[src/rtl/mem_port_arbiter.sv]
// Round-robin arbiter between the fetch and load/store ports onto one synchronous memory.
// Sequences read latency and does read-modify-write for byte/halfword stores.
module mem_port_arbiter #(
    parameter int unsigned ADDR_W   = 32,
    parameter int unsigned DATA_W   = 32,
    parameter int unsigned READ_LAT = 2
) (
    input  logic              clk,
    input  logic              reset,
    input  logic              if_req,
    input  logic [ADDR_W-1:0] if_addr,
    output logic              if_gnt,
    output logic              if_done,
    output logic [DATA_W-1:0] if_rdata,
    input  logic              d_req,
    input  logic              d_we,
    input  logic [1:0]        d_size,
    input  logic [ADDR_W-1:0] d_addr,
    input  logic [DATA_W-1:0] d_wdata,
    output logic              d_gnt,
    output logic              d_done,
    output logic [DATA_W-1:0] d_rdata,
    output logic              d_err,
    output logic [ADDR_W-1:0] mem_addr,
    output logic              mem_wr,
    output logic [DATA_W-1:0] mem_wdata,
    input  logic [DATA_W-1:0] mem_rdata,
    output logic              busy
);

    typedef enum logic [2:0] {StIdle, StRdWait, StWr, StRmwRd, StRmwWr, StDone} state_e;

    localparam logic [2:0] LatLast = 3'(READ_LAT);

    state_e            state_q, state_d;
    logic              last_d_q, last_d_d;
    logic              own_d_q, own_d_d;
    logic [ADDR_W-1:0] addr_q, addr_d;
    logic              we_q, we_d;
    logic [1:0]        size_q, size_d;
    logic [DATA_W-1:0] wdata_q, wdata_d;
    logic [2:0]        cnt_q, cnt_d;
    logic [DATA_W-1:0] if_rdata_q, if_rdata_d;
    logic [DATA_W-1:0] d_rdata_q, d_rdata_d;
    logic [DATA_W-1:0] rmw_q, rmw_d;
    logic              d_err_q, d_err_d;
    logic              if_gnt_q, if_gnt_d;
    logic              d_gnt_q, d_gnt_d;
    logic              pick_d;
    logic              misaligned;
    logic [DATA_W-1:0] merged;

    always_comb begin
        state_d    = state_q;
        last_d_d   = last_d_q;
        own_d_d    = own_d_q;
        addr_d     = addr_q;
        we_d       = we_q;
        size_d     = size_q;
        wdata_d    = wdata_q;
        cnt_d      = cnt_q;
        if_rdata_d = if_rdata_q;
        d_rdata_d  = d_rdata_q;
        rmw_d      = rmw_q;
        d_err_d    = d_err_q;
        if_gnt_d   = 1'b0;
        d_gnt_d    = 1'b0;
        // Fetch wins a tie unless it was the last port served.
        pick_d     = d_req && (!if_req || !last_d_q);
        misaligned = (d_size == 2'b01) ? d_addr[0] :
                     (d_size == 2'b10) ? 1'b0 : (d_addr[1:0] != 2'b00);

        unique case (state_q)
            StIdle: begin
                if (if_req || d_req) begin
                    own_d_d  = pick_d;
                    last_d_d = pick_d;
                    cnt_d    = 3'd0;
                    if (pick_d) begin
                        addr_d  = d_addr;
                        we_d    = d_we;
                        size_d  = d_size;
                        wdata_d = d_wdata;
                        d_gnt_d = 1'b1;
                        if (misaligned) begin
                            state_d = StDone;
                            d_err_d = 1'b1;
                        end else if (!d_we) begin
                            state_d = StRdWait;
                        end else if (d_size == 2'b01 || d_size == 2'b10) begin
                            state_d = StRmwRd;
                        end else begin
                            state_d = StWr;
                        end
                    end else begin
                        addr_d   = if_addr;
                        we_d     = 1'b0;
                        size_d   = 2'b00;
                        if_gnt_d = 1'b1;
                        state_d  = StRdWait;
                    end
                end
            end
            StRdWait, StRmwRd: begin
                if (cnt_q == LatLast) begin
                    if (state_q == StRmwRd) begin
                        rmw_d   = mem_rdata;
                        state_d = StRmwWr;
                    end else begin
                        if (own_d_q) d_rdata_d = mem_rdata;
                        else         if_rdata_d = mem_rdata;
                        state_d = StDone;
                    end
                end else begin
                    cnt_d = cnt_q + 3'd1;
                end
            end
            StWr, StRmwWr: state_d = StDone;
            StDone:        state_d = StIdle;
            default:       state_d = StIdle;
        endcase

        if (state_q != StIdle && state_q != StDone && state_d == StDone && own_d_q) begin
            d_err_d = 1'b0;
        end
    end

    always_comb begin
        merged = rmw_q;
        if (size_q == 2'b10) merged[{addr_q[1:0], 3'b000} +: 8] = wdata_q[7:0];
        else                 merged[{addr_q[1], 4'b0000} +: 16] = wdata_q[15:0];
    end

    always_comb begin
        mem_wr    = (state_q == StWr) || (state_q == StRmwWr);
        mem_wdata = (state_q == StWr) ? wdata_q : (state_q == StRmwWr) ? merged : '0;
        mem_addr  = (state_q == StIdle) ? '0 : {addr_q[ADDR_W-1:2], 2'b00};
        if_done   = (state_q == StDone) && !own_d_q;
        d_done    = (state_q == StDone) && own_d_q;
        busy      = (state_q != StIdle);
        if_gnt    = if_gnt_q;
        d_gnt     = d_gnt_q;
        if_rdata  = if_rdata_q;
        d_rdata   = d_rdata_q;
        d_err     = d_err_q;
    end

    always_ff @(posedge clk) begin
        if (reset) begin
            state_q    <= StIdle;
            last_d_q   <= 1'b1;
            own_d_q    <= 1'b0;
            addr_q     <= '0;
            we_q       <= 1'b0;
            size_q     <= 2'b00;
            wdata_q    <= '0;
            cnt_q      <= 3'd0;
            if_rdata_q <= '0;
            d_rdata_q  <= '0;
            rmw_q      <= '0;
            d_err_q    <= 1'b0;
            if_gnt_q   <= 1'b0;
            d_gnt_q    <= 1'b0;
        end else begin
            state_q    <= state_d;
            last_d_q   <= last_d_d;
            own_d_q    <= own_d_d;
            addr_q     <= addr_d;
            we_q       <= we_d;
            size_q     <= size_d;
            wdata_q    <= wdata_d;
            cnt_q      <= cnt_d;
            if_rdata_q <= if_rdata_d;
            d_rdata_q  <= d_rdata_d;
            rmw_q      <= rmw_d;
            d_err_q    <= d_err_d;
            if_gnt_q   <= if_gnt_d;
            d_gnt_q    <= d_gnt_d;
        end
    end

endmodule

[config.mk]
export PLATFORM = sky130hd
export DESIGN_NAME = mem_port_arbiter
export DESIGN_NICKNAME = d
export VERILOG_FILES = /design/src/rtl/mem_port_arbiter.sv
export SDC_FILE = /design/constraint.sdc
export NUM_CORES = 1
export LEC_CHECK = 0
export BUFFER_PORTS_ARGS = -buffer_cell sky130_fd_sc_hd__buf_2
export CAP_MARGIN = 20
export CORE_AREA = 2 2 128 130
export DETAILED_ROUTE_END_ITERATION = 7
export DIE_AREA = 0 0 130 132
export PLACE_DENSITY = 0.75
export SLEW_MARGIN = 20
export SYNTH_ARGS = -nofsm -noshare
export SYNTH_HDL_FRONTEND = slang
export SYNTH_SLANG_ARGS = --single-unit
export TNS_END_PERCENT = 30
[constraint.sdc]
create_clock -name clk -period 3.11 [get_ports clk]
set_input_delay 0.622 -clock clk [delete_from_list [all_inputs] [get_ports clk]]
set_output_delay 0.622 -clock clk [all_outputs]
set_load 0.02 [all_outputs]
==> results of run 1 <==
logic make-up after synthesis:
group / Yosys count / share of synthesized area [%]
simple gates: 405 / 22.8
fa+ha+maj: 9 / 1.45
other cells: 1 / 0.0481
buf+inv: 87 / 5.01
xor+xnor: 1 / 0.112
flops: 173 / 44.5
compound gates: 254 / 20.2
mux: 44 / 5.91
registers in the layout, indices dropped and copies added (netlist names):
signal    count
addr_q       32
cnt_q         3
d_err         1
d_gnt         1
d_rdata      32
if_gnt        1
if_rdata     32
last_d_q      1
own_d_q       1
rmw_q        32
size_q        2
state_q       3
wdata_q      32
report_power, final:
part	switching [mW]	internal [mW]	total, mW	leakage, nW
registers	0.0988	2.35	2.44	1.41
clock network	0.873	1.36	2.23	0.302
logic	0.602	0.349	0.950	2.51
area by class of cell:
cell class	count	area [um^2]	area share, %
clock buffer	19	443	4.48
clock inverter	12	170	1.72
inverter	12	48.8	0.494
multi-input combinational	715	3970	40.2
sequential	173	3460	35.1
tap	216	270	2.74
timing repair buffer	289	1510	15.3
timing repair:
action,CTS,global route
buffers inserted,0,2
setup endpoints to repair,1,26
pin swaps,0,2
resized for setup,1,6
synth_stat cells, drive strengths merged (2+ instances only):
| cell type | instances |
|---|---|
| and3b | 2 |
| a221o | 13 |
| nand2b | 4 |
| a21oi | 141 |
| nor4b | 4 |
| nor3b | 2 |
| buf | 33 |
| a22o | 2 |
| dfxtp | 173 |
| nor2b | 4 |
| nor4 | 2 |
| nand2 | 288 |
| nor3 | 6 |
| a221oi | 16 |
| ha | 9 |
| clkbuf | 42 |
| nand3b | 2 |
| and2 | 39 |
| o21ai | 36 |
| mux2 | 16 |
| mux2i | 28 |
| inv | 11 |
| nand3 | 5 |
| nor2 | 42 |
| a211oi | 36 |
worst max-delay path, cell delays in order, from the launching register on:
cell and delay [ps]:
dfxtp_1 320, inv_1 220, ha_2 220, and3b_1 270, nand3_1 160, and3b_2 340, a211oi_2 250, buf_2 210
placed cells by master (no fill, tap or decap), drive strengths merged, types with 5 or more instances in the layout:
master,netlist,layout
a211oi,36,36
nor2,42,42
clkbuf,42,19
mux2,16,16
a221oi,16,16
a221o,13,13
o21ai,36,36
and2,39,39
dfxtp,173,173
a21oi,141,141
ha,9,9
nor3,6,6
mux2i,28,28
inv,11,11
buf,33,289
nand3,5,5
clkinv,1,7
nand2,288,288
stage by stage:
step | total power, mW | hold WS (ps) | util [%] | worst slack, ps | setup TNS, ps
2_1_floorplan | 3.11 | 432 | - | 240 | 0
3_3_place_gp | 3.42 | 438 | 58.8 | 489 | 0
3_5_place_dp | 3.43 | 442 | 58.8 | 458 | 0
4_1_cts | 5.65 | 402 | 62.7 | 3.04 | 0
5_1_grt | 5.85 | 406 | 62.9 | -14.2 | -14.3
6_report | 5.62 | 419 | 62.9 | 81.3 | 0
metal layers:
metal  vias up  global-route usage (%)  wire length (um)
met5         -                       0                26
met4         4                    9.92               700
met3        57                    8.52              1960
met2       376                    42.9             11100
met1      3532                    35.4              9950
li1       3793                       -                 -
worst paths after layout:
check	start	endpoint	slack, ps	cells past startpoint
max	addr_q[1]$_SDFFE_PP0P_	mem_wdata[5]	80	7
min	d_addr[30]	addr_q[30]$_SDFFE_PP0P_	420	2
max reg2reg	state_q[1]$_SDFF_PP0_	addr_q[12]$_SDFFE_PP0P_	980	6
min reg2reg	if_rdata[8]$_SDFFE_PP0P_	if_rdata[8]$_SDFFE_PP0P_	450	2
==> run metrics, run 1 <==
layout cells sized above 1 29.8%; worst skew pair latency 430 ps; EDFF count, synth 0; die width 130 um; largest fanout on the critical path 7; post-synth top area share 44.5%; static leakage 4.21 nW; I/O Buffers 267; Final Hold Vio Count 0; first-pass GRT wire length 37.1 mm; cells after synthesis 974; DRT Wirelength 23.8 mm; NumNets Final 1352; clk root buf clkbuf_16; CTS tree yes; Final Cycle Share 97.4%; unique cell type count in the Yosys netlist 56; row cnt 46; CP Data Arrival Time 2410 ps; worst vdd ir 0.413 mV; Synth Flop Type dfxtp_1; final std cells w/o fill 1436; clock input transition at the sequential cells of the worst setup and hold paths 60 ps; clk_skew 9.53 ps; initial core utilization 49.6%; diode count 0; Starting DRT DRC Count 679; placed cell areas 0.00923 mm^2; Worst Setup Start Kind flop; clk buf depth 2; drt wl/cell 16.6 um; Hold Crit Class in2reg; number of synthesized register bits 173; synthesized area per cell 8.00 um^2; Die H 132 um; nature of the critical path endpoint primary output; critical path type reg2out; # fillers 1454; share of flip-flops with an asynchronous set or reset 0%; H-tree depth 4; Vias/cell 5.41; Seq/Total Area, Yosys 44.5%; outcome finished clean; Slew headroom 50.5%; post-route ant nets 0; Hold-fix buffers, CTS 0; dominant cell type by area after synthesis dfxtp_1; grt total ovfl 0; Pre-antenna DRT Iters 8; Post-route DRC 0; Die Area 0.0172 mm^2; Tmin final 3030 ps; vias post-DR 7762; top post-synthesis cells by area dfxtp_1, nand2_1, a21oi_1, mux2i_1, and2_1; Cell Area, Synth 0.00779 mm^2; Fmax 0.330 GHz; Clock Sinks 173; GPL Wtd Cong 0.873; cts bufs inserted 17; initial antenna violation count 2; Syn-to-layout area delta 26.8%; vias in the first global route 7140; post-route cell area 0.00988 mm^2; final slew viol count 0; final setup violation count 0; Max Cap Viol 0; Ports 270; DP Cell Count 1403; Core ar. 0.0157 mm^2; Worst EP required 2490 ps; Post-DP HPWL 16.9 mm; warnings from Yosys 0; gr usage total 27.4%; PwrDens 569 mW/mm^2; measured slew at the worst slew-check pin 738 ps; pin count of the biggest net entering global routing 67
(Power assumes the default switching activity.)
==> run 2, diff against run 1 <==
BUFFER_PORTS_ARGS = not set   (was -buffer_cell sky130_fd_sc_hd__buf_2)
CORE_AREA = 2 2 116 118   (was 2 2 128 130)
DIE_AREA = 0 0 118 120   (was 0 0 130 132)
DONT_BUFFER_PORTS = 1   (was not set)
PLACE_DENSITY = 0.72   (was 0.75)
TNS_END_PERCENT = not set   (was 30)
==> run 2 against run 1 <==
Final area decreased by 13%; highest routed layer is now met4; sequential share of layout area increased by 5.2 points; utilization increased by 3.5 points; first-iteration DRC count unchanged; critical endpoint is now mem_wdata[4]; critical path depth decreased by 2.
==> run metrics, run 2 (same netlist as run 1, synthesis figures left out) <==
outcome finished clean; final slew viol count 0 (unchanged); clock network fraction of total power 41.0% (+1.4 points); Fin Hold WS 269 ps (-151 ps); Core ar. 0.0130 mm^2 (-17%); Fmax 0.340 GHz (+2.9%); gr usage total 29.7% (+2.4 points); Vias/cell 6.00 (+11%); largest fanout on the critical path 10 (+3); r2r setup slk 930 ps (-50 ps); Syn-to-layout area delta 10.6%; Die H 120 um (-9.1%); final setup violation count 0 (unchanged); Final Hold Vio Count 0 (unchanged); switching share of power 29.2% (+1.2 points); NumNets Final 1102 (-18%); Clock Sinks 173 (unchanged); first-pass GRT wire length 33.4 mm (-9.9%); clock input transition at the sequential cells of the worst setup and hold paths 70 ps (about the same); initial core utilization 60.0% (+10 points); post-route cell area 0.00861 mm^2 (-13%); initial antenna violation count 0 (-2); Hold Crit Class in2reg; diode count 0 (unchanged); commonest non-fill, non-tap cell in the layout nand2_1; DRT Wirelength 21.6 mm (-9.2%); Die Area 0.0142 mm^2 (-17%); register area 0.00347 mm^2 (about the same); Sw Pwr 1.58 mW (+0.22%); worst vdd ir 0.376 mV (-8.8%); pin count of the biggest net entering global routing 172 (+160%); layout cells sized above 1 11.7% (-18 points); wl on met1 8.86 mm (-11%); routed wl met3 2.00 mm (+1.7%); cts bufs inserted 17 (unchanged); Internal 3.82 mW (-5.7%); nature of the critical path endpoint primary output; Worst Reg2Reg Path Length in Cells 6 (unchanged); clk root buf clkbuf_16; grt total ovfl 0 (unchanged); Tmin final 2940 ps (-84.0 ps); R2R Path Start state_q[1]$_SDFF_PP0_; static leakage 3.05 nW (-28%); measured slew at the worst slew-check pin 817 ps (+79.1 ps); hold path start reset; drt wl/cell 18.8 um (+14%); die width 118 um (-9.2%); Post-route DRC 0 (unchanged); Post-DP HPWL 15.2 mm (-10%); PwrDens 627 mW/mm^2 (+10%); top sig layer met4; Pre-antenna DRT Iters 5 (-3); area of the multi-input gates 0.00397 mm^2 (about the same); routed wl met2 10.0 mm (-10%); Ports 270 (unchanged); worst skew pair latency 430 ps (about the same); Worst Setup SP state_q[1]$_SDFF_PP0_; RSZ-0062 raised after global routing no; Worst EP required 2490 ps (about the same); row cnt 42 (-8.7%); Final Cycle Share 94.7% (-2.7 points); placed cell areas 0.00798 mm^2 (-14%); Setup TNS 0 ps (unchanged); vias in the first global route 6573 (-7.9%); Slew headroom 45.2% (-5.3 points); clk_skew 14.4 ps (+4.88 ps); GPL Wtd Cong 0.889 (+1.8%); clk buf depth 2 (unchanged); Gate power share 13.4% (-3.5 points); critical path type reg2out; Starting DRT DRC Count 679 (unchanged); vias post-DR 6885 (-11%); CTS tree yes; Worst Setup Start Kind flop; Seq pwr share 45.6% (+2.1 points); Max Cap Viol 0 (unchanged); CP Data Arrival Time 2320 ps (-90 ps); Min-Delay Path Depth 1 (-1); # fillers 1091 (-25%); most frequent cells in the layout nand2_1, dfxtp_1, a21oi_1; H-tree depth 4 (unchanged); I/O Buffers 0 (-100%); post-route ant nets 0 (unchanged); Hold-fix buffers, CTS 0 (unchanged)
[run 2: critical path, cell delays in order, from the launching register on]
cell and delay (ps):
dfxtp_1 450, or3b_4 490, a211oi_4 390, a21oi_1 160
a211oi_2 230, buf_4 170
[run 2: timing repair]
| action | CTS | global route |
|---|---|---|
| hold endpoints to repair | 0 | 0 |
| setup buffers | 0 | 1 |
| pin swaps | 1 | 2 |
| gates resized for setup | 1 | 5 |
| setup endpoints to repair | 5 | 28 |
| gates cloned | 0 | 0 |
[run 2: final cells by class]
| cell class | instances | share of cell area [%] |
|---|---|---|
| clock buffer | 17 | 4.94 |
| sequential | 173 | 40.2 |
| inverter | 12 | 0.523 |
| timing repair buffer | 39 | 3.40 |
| multi-input combinational | 715 | 46.1 |
| clock inverter | 15 | 2.25 |
| tap | 176 | 2.56 |
[run 2: path summary, 6_finish.rpt]
| kind | end |
|---|---|
| setup / recovery | mem_wdata[4] |
| hold / removal | addr_q[24]$_SDFFE_PP0P_ |
| setup reg to reg | addr_q[25]$_SDFFE_PP0P_ |
| hold reg to reg | wdata_q[20]$_SDFFE_PP0P_ |
[run 2: metrics by stage]
step           instances  setup slack, ps  power, mW  utilization [%]
2_1_floorplan        975              240       3.11                -
3_3_place_gp        1114              544       3.20             61.5
6_report            1147              165       5.40             66.4
3_5_place_dp        1114              408       3.23             61.5
4_1_cts             1146             15.2       5.42             66.3
5_1_grt             1147             19.8       5.60             66.4
[run 2: layer usage]
metal,vias to the layer above,GRT usage (%)
met4,0,12.9
met1,3164,35.9
met5,-,0
met3,61,9.13
met2,381,49.2
li1,3279,-
[run 2: power groups by stage]
stage	clock (mW)	sequential [mW]	combinational, mW
2_1_floorplan	0	2.46	0.654
3_3_place_gp	0	2.50	0.698
3_5_place_dp	0	2.51	0.721
4_1_cts	2.24	2.46	0.724
5_1_grt	2.33	2.48	0.798
6_report	2.21	2.46	0.725
==> run 3, diff against run 2 <==
CAP_MARGIN = not set   (was 20)
CORE_AREA = 2 2 120 122   (was 2 2 116 118)
DIE_AREA = 0 0 122 124   (was 0 0 118 120)
PLACE_DENSITY = 0.71   (was 0.72)
clock period = 2.7 ns   (was 3.11 ns; I/O delays follow)
==> run 3 against run 2 <==
Critical path depth grew 3; sequential cell count is the same; critical endpoint unchanged; critical path type unchanged; worst hold slack worse by 74 ps; global-route usage decreased by 1.2 points; highest routed layer unchanged; utilization fell by 2.3 points; setup slack got worse by 100 ps; largest power group unchanged; largest cell class unchanged; via count unchanged.
==> run metrics, run 3 (same netlist as run 1, synthesis figures left out) <==
outcome finished clean; I/O Buffers 0 (unchanged); fin util 64.0% (-2.3 points); most frequent cells in the layout nand2_1, dfxtp_1, a21oi_1; CP max stage delay 380 ps (-110 ps); crit-path cells inv_4 > ha_4 > and3b_2 > a211oi_4 > buf_6 > a21oi_1 > a211oi_2 > buf_4; Worst Setup Start Kind flop; Sw Pwr 1.66 mW (+5.5%); NumNets Final 1117 (+1.4%); Final Hold Vio Count 0 (unchanged); Fin Hold WS 195 ps (-74.0 ps); nature of the critical path endpoint primary output; initial core utilization 56.8% (-3.2 points); measured slew at the worst slew-check pin 743 ps (-73.5 ps); clk buf depth 2 (unchanged); static leakage 3.13 nW (+2.4%); Starting DRT DRC Count 694 (+2.2%); PwrDens 699 mW/mm^2 (+12%); Gate power share 15.0% (+1.6 points); die width 122 um (+3.4%); Die Area 0.0151 mm^2 (+6.8%); Worst EP required 2160 ps (-330 ps); Slew headroom 50.1% (+5.0 points); critical path type reg2out; placed cell areas 0.00807 mm^2 (+1.2%); worst vdd ir 0.442 mV (+18%); pin count of the biggest net entering global routing 172 (unchanged); diode count 0 (unchanged); clk_skew 10.1 ps (-4.33 ps); post-route ant nets 0 (unchanged); layout cells sized above 1 13.4% (+1.7 points); slowest CP cell dfxtp_4; final slew viol count 0 (unchanged); GPL Wtd Cong 0.881 (-0.90%); Syn-to-layout area delta 12.8%; Place WS 218 ps (-190 ps); DRT Wirelength 22.1 mm (+2.5%); Die H 124 um (+3.3%); final setup violation count 0 (unchanged); largest fanout on the critical path 7 (-3); switching share of power 27.1% (-2.1 points); first-pass GRT wire length 33.1 mm (-1.2%); post-route cell area 0.00878 mm^2 (+2.0%); Hold-fix buffers, CTS 0 (unchanged); Post-DP HPWL 15.3 mm (+0.74%); Max Cap Viol 0 (unchanged); Hold Crit Class in2reg; Final Cycle Share 97.6%; row cnt 43 (+2.4%); clk root buf clkbuf_16; Tmin final 2640 ps; worst skew pair latency 430 ps (about the same); commonest non-fill, non-tap cell in the layout nand2_1; clock network fraction of total power 38.8% (-2.2 points); CP Data Arrival Time 2100 ps (-220 ps); gr usage total 28.5% (-1.2 points); Vias/cell 5.93 (-1.3%); H-tree depth 4 (unchanged); CTS tree yes; Pre-antenna DRT Iters 5 (unchanged); Seq pwr share 46.2% (+0.6 points); Internal 4.47 mW (+17%); grt total ovfl 0 (unchanged); drt wl/cell 19.0 um (+1.2%); clock input transition at the sequential cells of the worst setup and hold paths 60 ps (about the same); Fmax 0.379 GHz; Clock Sinks 173 (unchanged); initial antenna violation count 0 (unchanged); Core ar. 0.0137 mm^2 (+5.7%); vias post-DR 6885 (unchanged); Post-route DRC 0 (unchanged); vias in the first global route 6227 (-5.3%); final worst setup slack 64.2 ps (-101 ps); cts bufs inserted 17 (unchanged); Ports 270 (unchanged)
==> run 3: cell types whose count changed in the layout (fill, tap and decap cells not counted), moves of 3 or more <==
cell,before,now
o21ai_0,33,22
o21ai_1,3,14
buf_4,39,46
inv_8,5,0
buf_6,0,4
buf_12,0,3
clkbuf_1,0,3
clkinv_2,0,3
clkinv_4,4,1
dfxtp_1,171,168
dfxtp_4,0,3
inv_6,3,0
==> run 3: per-stage QoR <==
| stage | power (mW) | setup TNS, ps | cells |
|---|---|---|---|
| final | 6.14 | 0 | 1162 |
| after global routing | 6.37 | -1.41 | 1162 |
| after CTS | 6.13 | 0 | 1158 |
| after detailed placement | 3.74 | 0 | 1127 |
| after global placement | 3.73 | 0 | 1127 |
| after floorplan | 3.59 | 0 | 975 |
==> run 3: repair_timing <==
action | in CTS | in global routing
setup buffers | 3 | 3
pin swaps | 5 | 10
gates resized for setup | 17 | 16
gates cloned | 0 | 1
endpoints found under the setup margin | 23 | 25
==> run 3: path summary, 6_finish.rpt <==
path	from	end	slack [ps]	cells past startpoint
worst max-delay path	addr_q[1]$_SDFFE_PP0P_	mem_wdata[4]	60	8
worst max register to register	cnt_q[0]$_SDFFE_PP0P_	if_rdata[29]$_SDFFE_PP0P_	710	7
worst min register to register	wdata_q[16]$_SDFFE_PP0P_	wdata_q[16]$_SDFFE_PP0P_	450	2
worst min-delay path	reset	addr_q[31]$_SDFFE_PP0P_	190	1
==> run 3: final cells by class <==
type	instances	area, um^2
Sequential cell	173	3480
Fill cell	1219	4940
Clock inverter	8	121
Clock buffer	20	437
Multi-Input combinational cell	715	4000
Timing Repair Buffer	54	475
Inverter	12	50.0
Tap cell	180	225
==> run 3: critical path: cells and delay by family, from the launching register on <==
| family | cells | cell delay (ps) |
|---|---|---|
| adders and majority gates | 1 | 150 |
| buffers and inverters | 3 | 390 |
| DFF | 1 | 380 |
| and+or+nand+nor | 1 | 220 |
| AOI/OAI and AO/OA | 3 | 530 |
==> run 3: layer usage <==
metal | vias up | GRT usage [%] | share of wire (%)
met2 | 306 | 46.4 | 48
met4 | 0 | 11.5 | 2.5
met1 | 3223 | 35.7 | 41
met5 | - | 0 | 0
li1 | 3312 | - | -
met3 | 44 | 8.01 | 8.6
==> run 3: power groups by stage <==
stage	logic (mW)	registers, mW	clock network (mW)
3_5_place_dp	0.862	2.88	0
5_1_grt	1.00	2.85	2.52
3_3_place_gp	0.851	2.88	0
2_1_floorplan	0.753	2.83	0
4_1_cts	0.884	2.83	2.41
6_report	0.918	2.84	2.38
